===== config.mk =====
export PLATFORM = sky130hd
export DESIGN_NAME = reg_readback_tx_flat
export DESIGN_NICKNAME = d
export VERILOG_FILES = /design/src/rtl/reg_readback_tx_if.sv /design/src/rtl/reg_readback_tx.sv /design/src/flat_wrapper.sv
export SDC_FILE = /design/constraint.sdc
export NUM_CORES = 1
export LEC_CHECK = 0
export CAP_MARGIN = 20
export CORE_MARGIN = 5
export CORE_UTILIZATION = 48
export DETAILED_ROUTE_END_ITERATION = 12
export GPL_TIMING_DRIVEN = 0
export PLACE_DENSITY = 0.81
export SYNTH_ARGS = -nofsm -noshare
export SYNTH_HDL_FRONTEND = slang
export SYNTH_SLANG_ARGS = --single-unit
export TNS_END_PERCENT = 50

===== constraint.sdc =====
create_clock -name clk_in -period 2.6 [get_ports clk_in]
set_clock_uncertainty 0.2 [all_clocks]
set_input_delay 0.39 -clock clk_in [delete_from_list [all_inputs] [get_ports clk_in]]
set_output_delay 0.39 -clock clk_in [all_outputs]
set_load 0.05 [all_outputs]

===== src/rtl/reg_readback_tx_if.sv =====
// Register readback bus: a read-request strobe with its address, the register
// values offered for readback, and the UART response line with its busy flag.
interface reg_readback_tx_if;
  logic        rd_req_in;
  logic [2:0]  rd_addr_in;
  logic [7:0]  ctrl_in;
  logic [7:0]  sat_id_in;
  logic [7:0]  doppler_in;
  logic [15:0] ca_phase_in;
  logic [7:0]  snr_in;
  logic        tx_out;
  logic        busy_out;

  modport master (
    output rd_req_in, rd_addr_in, ctrl_in, sat_id_in, doppler_in, ca_phase_in, snr_in,
    input  tx_out, busy_out
  );

  modport slave (
    input  rd_req_in, rd_addr_in, ctrl_in, sat_id_in, doppler_in, ca_phase_in, snr_in,
    output tx_out, busy_out
  );
endinterface


===== src/rtl/reg_readback_tx.sv =====
// Register readback over UART 8N1: each request returns {address byte, data byte}.
// Define READBACK_CHECKSUM_EN to append a third byte, address byte XOR data byte.
module reg_readback_tx #(
  parameter int CLKS_PER_BIT = 142
) (
  input  logic             clk_in,
  input  logic             rst_in_n,
  reg_readback_tx_if.slave bus
);

  localparam int CNT_W = (CLKS_PER_BIT > 1) ? $clog2(CLKS_PER_BIT) : 1;
  localparam logic [CNT_W-1:0] CNT_MAX = CNT_W'(CLKS_PER_BIT - 1);
`ifdef READBACK_CHECKSUM_EN
  localparam logic [1:0] LAST_BYTE = 2'd2;
`else
  localparam logic [1:0] LAST_BYTE = 2'd1;
`endif

  typedef enum logic [1:0] {IDLE, START, DATA, STOP} state_t;

  state_t           state;
  logic [CNT_W-1:0] bit_cnt;
  logic [2:0]       bit_idx;
  logic [1:0]       byte_idx;
  logic [2:0]       addr_q;
  logic [7:0]       data_q;
  logic [7:0]       shift_q;
  logic             tx_q;
  logic             busy_q;

  logic [7:0]       sel_data;
  logic [7:0]       cur_byte;
  logic             bit_done;

  // NOTE: every signal assigned in always_comb gets a default first, so no path can infer a latch.
  always_comb begin
    sel_data = 8'h00;
    case (bus.rd_addr_in)
      3'b000:  sel_data = bus.ctrl_in;
      3'b010:  sel_data = bus.sat_id_in;
      3'b011:  sel_data = bus.doppler_in;
      3'b100:  sel_data = bus.ca_phase_in[7:0];
      3'b101:  sel_data = bus.ca_phase_in[15:8];
      3'b110:  sel_data = bus.snr_in;
      default: sel_data = 8'h00;
    endcase
  end

  always_comb begin
    cur_byte = {5'b00000, addr_q};
    case (byte_idx)
      2'd1:    cur_byte = data_q;
`ifdef READBACK_CHECKSUM_EN
      2'd2:    cur_byte = {5'b00000, addr_q} ^ data_q;
`endif
      default: cur_byte = {5'b00000, addr_q};
    endcase
  end

  assign bit_done = (bit_cnt == CNT_MAX);

  // NOTE: sequential state uses non-blocking assignments so every register sees pre-edge values.
  always_ff @(posedge clk_in) begin
    if (!rst_in_n) begin
      // NOTE: snapshot registers are cleared too, so an aborted frame leaves no stale data behind.
      state    <= IDLE;
      bit_cnt  <= '0;
      bit_idx  <= '0;
      byte_idx <= '0;
      addr_q   <= '0;
      data_q   <= '0;
      shift_q  <= '0;
      tx_q     <= 1'b1;
      busy_q   <= 1'b0;
    end else begin
      case (state)
        IDLE: begin
          bit_cnt <= '0;
          tx_q    <= 1'b1;
          if (bus.rd_req_in) begin
            addr_q   <= bus.rd_addr_in;
            data_q   <= sel_data;
            byte_idx <= '0;
            tx_q     <= 1'b0;
            busy_q   <= 1'b1;
            state    <= START;
          end
        end
        START: begin
          if (bit_done) begin
            bit_cnt <= '0;
            bit_idx <= '0;
            tx_q    <= cur_byte[0];
            shift_q <= cur_byte >> 1;
            state   <= DATA;
          end else begin
            bit_cnt <= bit_cnt + 1'b1;
          end
        end
        DATA: begin
          if (bit_done) begin
            bit_cnt <= '0;
            if (bit_idx == 3'd7) begin
              tx_q  <= 1'b1;
              state <= STOP;
            end else begin
              bit_idx <= bit_idx + 1'b1;
              tx_q    <= shift_q[0];
              shift_q <= shift_q >> 1;
            end
          end else begin
            bit_cnt <= bit_cnt + 1'b1;
          end
        end
        STOP: begin
          if (bit_done) begin
            bit_cnt <= '0;
            if (byte_idx == LAST_BYTE) begin
              tx_q   <= 1'b1;
              busy_q <= 1'b0;
              state  <= IDLE;
            end else begin
              // next start bit follows the stop bit with no idle gap
              byte_idx <= byte_idx + 1'b1;
              tx_q     <= 1'b0;
              state    <= START;
            end
          end else begin
            bit_cnt <= bit_cnt + 1'b1;
          end
        end
        default: state <= IDLE;
      endcase
    end
  end

  assign bus.tx_out   = tx_q;
  assign bus.busy_out = busy_q;

endmodule


===== src/flat_wrapper.sv =====
// flat-port wrapper written by rule: the top's interface ports become plain ports
module reg_readback_tx_flat 
#(
  parameter int CLKS_PER_BIT = 142
)
  (clk_in, rst_in_n, bus_rd_req_in, bus_rd_addr_in, bus_ctrl_in, bus_sat_id_in, bus_doppler_in, bus_ca_phase_in, bus_snr_in, bus_tx_out, bus_busy_out);
  reg_readback_tx_if bus_i ();
  input  logic clk_in;
  input  logic rst_in_n;
  input wire logic [$bits(bus_i.rd_req_in)-1:0] bus_rd_req_in;
  input wire logic [$bits(bus_i.rd_addr_in)-1:0] bus_rd_addr_in;
  input wire logic [$bits(bus_i.ctrl_in)-1:0] bus_ctrl_in;
  input wire logic [$bits(bus_i.sat_id_in)-1:0] bus_sat_id_in;
  input wire logic [$bits(bus_i.doppler_in)-1:0] bus_doppler_in;
  input wire logic [$bits(bus_i.ca_phase_in)-1:0] bus_ca_phase_in;
  input wire logic [$bits(bus_i.snr_in)-1:0] bus_snr_in;
  output wire logic [$bits(bus_i.tx_out)-1:0] bus_tx_out;
  output wire logic [$bits(bus_i.busy_out)-1:0] bus_busy_out;
  assign bus_i.rd_req_in = bus_rd_req_in;
  assign bus_i.rd_addr_in = bus_rd_addr_in;
  assign bus_i.ctrl_in = bus_ctrl_in;
  assign bus_i.sat_id_in = bus_sat_id_in;
  assign bus_i.doppler_in = bus_doppler_in;
  assign bus_i.ca_phase_in = bus_ca_phase_in;
  assign bus_i.snr_in = bus_snr_in;
  assign bus_tx_out = bus_i.tx_out;
  assign bus_busy_out = bus_i.busy_out;
  reg_readback_tx #(.CLKS_PER_BIT(CLKS_PER_BIT)) u_core (.clk_in(clk_in), .rst_in_n(rst_in_n), .bus(bus_i));
endmodule

==> impl_results.md <==
- Skew-Pair Late Insertion Delay: slightly below 0.3 ns
- Pwr Density: 601 nW/um^2
- Routed WL: about 4900 um
- Worst reg-to-reg path cell count: 7
- CTS resizes: 0
- GRT Total Usage: between 10% and 20%
- Dominant cells by area after synthesis: dfxtp_1 34%, ha_1 6.0%, mux4_2 5.4%, mux2i_1 5.3%, nor2_1 5.1%
- Initial core utilization: approximately half
- Row count: 23
- Clk sinks: 35
- Routed len/inst: 14.1 um
- Internal power: around 1.1 mW
- Slew HR: between 60% and 70%
- Mux cell area share after synthesis: between 10% and 20%
- Number of diodes: 0
- Synth-to-Final Area Change: 32.9%
- CP endpoint kind: flop
- CTS tree: yes
- Post-route setup TNS: 0 ns
- DP Wirelength: 3990 um
- Clock power frac: 23.7%
- Clock transition at path regs: approximately 0.070 ns
- Die height: approximately 76 um
- Vias in the first global route: between 1.5k and 2k
- Synth Flop Type: dfxtp_1
- Ys Warns: 0
- First-pass GRT wire length: approximately 8300 um
- Commonest non-fill, non-tap cell in the layout: clkdlybuf4s50_1
- Worst Max-Slew Pin Slew: between 0.5 and 0.6 ns
- Status: completed
- Post-synth EDFFs: 0
- Gate Count Post-Synth: approximately 240
- Reg power frac: 39.6%
- CTS buffer count: 5
- Simple-gate share of the synthesized area: about a fifth
- Share of cells above drive strength 1: a little over 10%
- Number of synthesized register bits: 35
- Synth Area in Compound Gates: 19.7%
- Final period util: 83.9%
- Count of pins over their slew limit: 0
- Synth Cell Area: approximately 2100 um^2
- Root buffer selected by CTS: clkbuf_8
- Arrival @ worst endpoint: between 2 and 2.5 ns
- RD Place Congestion: 0.777
- Reg-to-reg slack, setup: ~0.42 ns
- Post-synthesis xor/xnor area fraction: under 10%
- Initial antenna violation count: 0
- Avg Cell Area, Syn: between 8 and 9 um^2
- Die ar.: ~5700 um^2
- Number of distinct library cells after synthesis: between 40 and 50
- Total iterations of the first detailed-routing run: 4
- Post-CTS setup buffers: 0
- Sw frac: around a third
- Max Clk Rate: approximately 0.46 GHz
- Final worst slack: around 0.42 ns
- Global route overflow: 0
- Async set or reset register ratio after synthesis: 0%
- Cts hold-fix bufs: 0
- Hold crit path type: reg -> reg
- Final Hold Fails: 0
- Adder-cell share of the synthesized area: 6.04%
- Pre-CTS setup slack: approximately 0.37 ns
- Syn Nets: between 300 and 400
- Peak VDD IR: 0.000281 V
- Gate power share: ~37%
- Endpoints failing setup: 0
- Largest family of logic cells by synthesized area: simple AND/OR/NAND/NOR gates
- Vias/cell: 5.38
- Most frequent cells in the layout: 53 x clkdlybuf4s50_1, 35 x dfxtp_1, 28 x nor2_1, 24 x nand2_1
- Hold path depth: 2
- CTS H-tree lvls: 2
- Clock Tree Buf Depth: 2
- RSZ-0062 raised after global routing: false
- Pin count of the biggest net entering global routing: 11
- P_leak: 1.01 nW
- WP data required: ~2.6 ns
- Hold path endpoint: u_core.addr_q[0]
- Reg-to-reg startpoint: u_core.state[0]
- Io pins: 56
- Setup CP Type: reg -> reg
- Die W: between 70 and 80 um
- Dominant cell type by area after synthesis: dfxtp_1
- Antenna viol nets, final: 0
- Critical path peak fanout: 10
- Minimum clock period: between 2 and 2.5 ns
- Post-synth top area share: roughly a third
- Detailed router's first-iteration violation count: approximately 110
- Post-synthesis sequential area ratio: between 30% and 40%
- Core ar.: 4090 um^2
- Number of max-cap violations: 0
- CP startpoint kind: flop
- Hold Crit Start: u_core.addr_q[0]
- DRC errors left: 0
- Reg-to-Reg End: u_core.state[0]
- Vias: about 1.9k
- I/O Buffers: 53
- Net count, final: 363
- Net switching power: between 0.5 and 0.6 mW
registers in the layout, summed over array words and instances (netlist names):
name	count
u_core.shift_q	7
u_core.addr_q	3
u_core.data_q	8
u_core.bit_cnt	8
u_core.state	2
u_core.byte_idx	2
u_core.bus.busy_out	1
u_core.bit_idx	3
u_core.bus.tx_out	1
power by group through the flow:
stage	clock network [mW]	logic, mW	registers, mW
final	0.392	0.608	0.655
after global routing	0.424	0.678	0.663
after CTS	0.404	0.611	0.654
after detailed placement	0	0.607	0.666
after global placement	0	0.599	0.665
after floorplan	0	0.387	0.693
through the flow:
| step | instances | cell area (um^2) | power (mW) | util, % | hold WS (ns) |
|---|---|---|---|---|---|
| floorplan | 239 | 2070 | 1.08 | - | 0.234 |
| finish | 349 | 2750 | 1.66 | 67.4 | 0.257 |
| global placement | 342 | 2670 | 1.26 | 65.2 | 0.241 |
| detailed placement | 342 | 2670 | 1.27 | 65.2 | 0.248 |
| global route | 349 | 2750 | 1.77 | 67.4 | 0.274 |
| CTS | 349 | 2750 | 1.67 | 67.4 | 0.258 |
worst max-delay path, stage by stage, from the launching register on:
cell      delay (ns)
dfxtp_1         0.36
inv_1           0.11
ha_1            0.24
clkbuf_1        0.20
or3_1           0.37
o21ai_0         0.21
o211ai_1        0.16
a221oi_1        0.24
final cells by class:
class	count	area [um^2]
Fill cell	368	1330
Tap cell	50	62.6
Inverter	8	30.0
Buffer	18	80.1
Timing Repair Buffer	53	531
Multi-Input combinational cell	178	1260
Clock buffer	6	82.6
Sequential cell	35	701
Clock inverter	1	5.00
layer usage:
| layer | track usage, % | vias up | share of wire (%) |
|---|---|---|---|
| li1 | - | 977 | - |
| met1 | 20.9 | 843 | 41 |
| met2 | 34.4 | 55 | 50 |
| met3 | 6.33 | 4 | 7.6 |
| met4 | 6.41 | 0 | 1.1 |
| met5 | 0 | - | 0 |
cell usage after synthesis, types with 5 or more instances:
cell / instances
clkbuf_1: 13
dfxtp_1: 35
ha_1: 10
nand3_1: 6
a31o_2: 5
a211oi_1: 6
mux4_2: 5
a22oi_1: 6
a21oi_1: 12
o21ai_0: 13
nand2_1: 24
mux2i_1: 11
nor2_1: 28
xor2_1: 5
inv_1: 8
how the worst max path moves through the flow:
| stage | startpoint | to | slack [ns] | cells past startpoint |
|---|---|---|---|---|
| 2_1_floorplan | u_core.state[0] | u_core.state[0] | 0.62 | 7 |
| 3_3_place_gp | bus_rd_req_in | u_core.data_q[3] | 0.38 | 6 |
| 3_5_place_dp | bus_rd_req_in | u_core.state[0] | 0.37 | 5 |
| 4_1_cts | u_core.state[0] | u_core.state[0] | 0.41 | 7 |
| 5_1_grt | u_core.state[0] | u_core.state[0] | 0.19 | 7 |
| 6_report | u_core.state[0] | u_core.state[0] | 0.42 | 7 |
logic make-up (layout without fill, tap and decap cells):
group	Yosys count	after routing
AND/OR/NAND/NOR	85	85
AO/OA/AOI/OAI	59	59
flip-flops	35	35
buffers and inverters	26	86
multiplexers	18	18
adder cells (fa/ha/maj)	10	10
XOR/XNOR	6	6
No activity file was read; power rests on OpenSTA's default activity.
